**src/rtl/sv_rr_arbiter.sv**
```systemverilog
// Round-robin single-owner arbiter: one-hot grant held until done, withdrawal or hold timeout.
// Latency: grant registered one cycle after request; no backpressure, release always idles one cycle.
module sv_rr_arbiter #(
  parameter int N       = 4,
  parameter int TIMEOUT = 8
) (
  input  logic                 clk,
  input  logic                 rst,
  input  logic [N-1:0]         req,
  input  logic                 done,
  output logic [N-1:0]         gnt,
  output logic                 gnt_valid,
  output logic [$clog2(N)-1:0] gnt_id,
  output logic                 timeout
);

  localparam int IDW = $clog2(N);
  localparam int CW  = (TIMEOUT > 0) ? $clog2(TIMEOUT + 1) : 1;
  localparam logic [CW-1:0]  CNT_LAST = (TIMEOUT > 0) ? CW'(TIMEOUT - 1) : '0;
  localparam logic [IDW-1:0] ID_LAST  = IDW'(N - 1);

  typedef enum logic {IDLE, BUSY} state_t;

  state_t         state, state_nx;
  logic [N-1:0]   gnt_nx;
  logic [IDW-1:0] gnt_id_nx;
  logic [IDW-1:0] last_id, last_id_nx;
  logic [CW-1:0]  hold_cnt, hold_cnt_nx;
  logic           timeout_nx;
  logic [IDW-1:0] winner, cand;
  logic           found;

  // Search starts just after the last winner so it becomes lowest priority.
  always_comb begin
    found  = 1'b0;
    winner = '0;
    cand   = '0;
    for (int off = 1; off <= N; off++) begin
      cand = IDW'((int'(last_id) + off) % N);
      if (!found && req[cand]) begin
        found  = 1'b1;
        winner = cand;
      end
    end
  end

  always_comb begin
    state_nx    = state;
    gnt_nx      = gnt;
    gnt_id_nx   = gnt_id;
    last_id_nx  = last_id;
    hold_cnt_nx = hold_cnt;
    timeout_nx  = 1'b0;
    case (state)
      IDLE: begin
        if (found) begin
          state_nx        = BUSY;
          gnt_nx          = '0;
          gnt_nx[winner]  = 1'b1;
          gnt_id_nx       = winner;
          last_id_nx      = winner;
          hold_cnt_nx     = '0;
        end
      end
      BUSY: begin
        if (done || !req[gnt_id]) begin
          state_nx    = IDLE;
          gnt_nx      = '0;
          gnt_id_nx   = '0;
          hold_cnt_nx = '0;
        end else if ((TIMEOUT != 0) && (hold_cnt == CNT_LAST)) begin
          state_nx    = IDLE;
          gnt_nx      = '0;
          gnt_id_nx   = '0;
          hold_cnt_nx = '0;
          timeout_nx  = 1'b1;
        end else if (hold_cnt != '1) begin
          hold_cnt_nx = hold_cnt + 1'b1;
        end
      end
    endcase
  end

  always_ff @(posedge clk) begin
    if (rst) begin
      state    <= IDLE;
      gnt      <= '0;
      gnt_id   <= '0;
      last_id  <= ID_LAST;
      hold_cnt <= '0;
      timeout  <= 1'b0;
    end else begin
      state    <= state_nx;
      gnt      <= gnt_nx;
      gnt_id   <= gnt_id_nx;
      last_id  <= last_id_nx;
      hold_cnt <= hold_cnt_nx;
      timeout  <= timeout_nx;
    end
  end

  assign gnt_valid = |gnt;

endmodule

```
**config.mk**
```make
export PLATFORM = sky130hd
export DESIGN_NAME = sv_rr_arbiter
export DESIGN_NICKNAME = d
export VERILOG_FILES = /design/src/rtl/sv_rr_arbiter.sv
export SDC_FILE = /design/constraint.sdc
export NUM_CORES = 1
export LEC_CHECK = 0
export BUFFER_PORTS_ARGS = -buffer_cell sky130_fd_sc_hd__buf_2
export CORE_AREA = 4 4 44 55
export DETAILED_ROUTE_END_ITERATION = 10
export DIE_AREA = 0 0 48 59
export PLACE_DENSITY = 0.63
export SYNTH_ARGS = -nofsm -noshare
export SYNTH_HDL_FRONTEND = slang
export SYNTH_SLANG_ARGS = --single-unit
```
**constraint.sdc**
```tcl
create_clock -name clk -period 1.4 [get_ports clk]
set_clock_uncertainty 0.1 [all_clocks]
set_input_delay 0.07 -clock clk [delete_from_list [all_inputs] [get_ports clk]]
set_output_delay 0.07 -clock clk [all_outputs]
set_load 0.005 [all_outputs]
```
==> impl_metrics.json <==
{
  "pwr-share-comb_pct": 27.6,
  "cts_sinks": 14,
  "hold_viol_final": 0,
  "htreeDepth": 1,
  "initial_core_util_pct": 39.2,
  "violations": "negative setup slack",
  "worst_hold_path_type": "input port to register",
  "synth-edff-count": 0,
  "maxCapViolCount": 0,
  "yosys-top-cells-area": "dfxtp_1, a32o_1, a21oi_1",
  "hold_depth": 3,
  "leakage_nw": 0.513,
  "syn_area_um2": 759,
  "clk_pin_slew_ps": 90,
  "fp.dieH_um": 59,
  "syn_inst": 83,
  "grt_pass1_vias": 777,
  "grt_pass1_wl_um": 3220,
  "gp_congestion": 0.798,
  "critPathRequiredTime_ps": 1510,
  "cp-start-kind": "register",
  "grt.total_usage_pct": 15.8,
  "routed_via_density": 5.74,
  "hpwl_um": 1460,
  "synth_top_area_share_pct": 36.9,
  "drt_first_pass_iters": 4,
  "outcome": "finished, violations left",
  "yosys_register_bits": 14,
  "p_int_uw": 739,
  "setup_violations": 12,
  "rr_worst_depth": 5,
  "p_clk_share_pct": 28.3,
  "relSlewSlack_pct": 76.2,
  "dieWidth_um": 48,
  "switching_share_pct": 28.0,
  "cp-end-kind": "register",
  "clockBufferDepth": 2,
  "yosys.area.top_type": "dfxtp_1",
  "fin_area_um2": 1130,
  "cts_tree": "yes",
  "synth_flop_cell": "dfxtp_1",
  "peakVddDrop_mv": 0.691,
  "antenna_cells": 0,
  "maxSlewViolCount": 0,
  "ys_warn_count": 0,
  "synth_fp_nets": 91,
  "io_pins": 15,
  "fmax_mhz": 627,
  "pwr-share-seq_pct": 44.1,
  "drc": 0,
  "setup.worst_path.class": "register to register",
  "seq_area_frac_synth_pct": 36.9,
  "synthXorXnorAreaFrac_pct": 0,
  "synth_fa_ha_area_share_pct": 1.65,
  "crit_path_max_fanout": 5,
  "rsz0062_at_grt": "true",
  "antenna_found_initial": 0,
  "drtIter0Drc": 19,
  "async_reset_ff_share_pct": 0,
  "ys_types": 40,
  "drive_gt1_share_pct": 50.8,
  "num_vias": 804,
  "grt_max_degree": 13,
  "routedWlPerCell_um": 13.6,
  "fin_cells": 140,
  "std_cell_rows": 18,
  "syn_area_per_cell_um2": 9.15,
  "clk_latency_ps": 280,
  "final_util_pct": 58.4,
  "powerDensity_nw_per_um2": 908,
  "p_total_mw": 1.03,
  "layout_setup_ws_ps": -194,
  "synthMuxAreaShare_pct": 2.64,
  "synth_top_family_by_area": "simple AND/OR/NAND/NOR gates",
  "ctsHoldBuffers": 0,
  "root_buffer": "clkbuf_4",
  "numPortBuffers": 14,
  "worstMarginPinSlew_ps": 355,
  "place_inst": 132,
  "wl_um": 1910,
  "yosys.area_share.simple_pct": 31.0,
  "min_period_ps": 1590,
  "dpl_cell_area_um2": 978,
  "core_area_um2": 1940,
  "p_switching_uw": 287,
  "synthToLayoutAreaGrowth_pct": 48.9,
  "nets": 129,
  "ant_nets": 0,
  "overflow": 0,
  "finalCritPeriodShare_pct": 114,
  "synth_compound_area_share_pct": 26.4,
  "cp_data_arrival_time_ps": 1700,
  "fp.dieArea_um2": 2830,
  "cts_buffers": 3
}
power by group through the flow:
stage | Clock [mW] | Sequential [mW] | Combinational (mW)
final | 0.291 | 0.453 | 0.283
after detailed placement | 0 | 0.459 | 0.236
after global routing | 0.321 | 0.457 | 0.313
after floorplan | 0 | 0.459 | 0.122
after global placement | 0 | 0.458 | 0.234
after CTS | 0.298 | 0.453 | 0.260
layer usage:
metal | GRT usage (%) | part of all wire (%) | routed length [um] | vias up
met2 | 28.7 | 56 | 1070 | 10
met3 | 4.56 | 3.4 | 64 | 2
li1 | - | - | - | 403
met5 | 0 | 0 | 0 | -
met1 | 16.8 | 40 | 768 | 389
met4 | 4.62 | 0.37 | 7 | 0
timing repair:
item / CTS / global route
endpoints found under the setup margin: 13 / 15
pin swaps: 10 / 8
resized for setup: 13 / 9
endpoints found under the hold margin: 0 / 0
setup buffers: 2 / 2
sequential cells by signal, summed over array words and instances (netlist names):
register  flops
hold_cnt      4
timeout       1
state         1
last_id       2
gnt_id        2
gnt           4
cell usage after synthesis, drive strengths merged (2+ instances only):
library cell,instances
o22a,2
o22ai,2
or3,3
or4,2
nor3,4
a32o,5
nand2,6
or2b,2
inv,2
o31ai,2
nand2b,2
dfxtp,14
a21oi,7
nor2,7
mux2i,2
final timing paths:
path             start        end  slack [ps]
max reg2reg  gnt_id[1]  gnt_id[1]        -190
max          gnt_id[1]  gnt_id[1]        -190
min                rst      state          90
min reg2reg     gnt[2]     gnt[2]         390
placed cells by master (no fill, tap or decap), types with 2 or more instances in the layout:
cell / Yosys / layout
buf_4: 0 / 18
buf_2: 0 / 14
dfxtp_1: 14 / 8
nand2_1: 6 / 6
nor2_1: 7 / 6
a21oi_1: 7 / 6
dfxtp_2: 0 / 6
a32o_1: 5 / 5
nor3_1: 4 / 3
clkbuf_4: 0 / 3
or3_4: 1 / 2
o31ai_4: 1 / 2
inv_1: 2 / 2
or2b_1: 2 / 2
buf_6: 0 / 2
critical path: stages, from the launching register on:
cell and delay (ps):
dfxtp_2 340, or3b_4 390, o22a_4 230, buf_4 150, nand2b_4 140, a211oi_2 160
logic make-up after synthesis:
| kind of cell | count (synthesis) |
|---|---|
| AND/OR/NAND/NOR | 38 |
| multiplexers | 2 |
| AO/OA/AOI/OAI | 25 |
| flip-flops | 14 |
| buffers and inverters | 3 |
| adder cells (fa/ha/maj) | 1 |
layout make-up:
class / instances / area (um2)
Fill cell: 164 / 806
Multi-Input combinational cell: 66 / 547
Sequential cell: 14 / 288
Timing Repair Buffer: 34 / 228
Clock buffer: 4 / 36.3
Tap cell: 20 / 25.0
Inverter: 2 / 7.51
metrics by stage:
stage	TNS (ps)	setup WS (ps)	hold WS (ps)
after floorplan	-1320	-165	210
after global placement	-1720	-182	350
after detailed placement	-1980	-225	354
after CTS	-1710	-182	56.4
after global routing	-2620	-252	97.5
final	-1780	-194	91.7
Power figures use the tool's default switching activity.
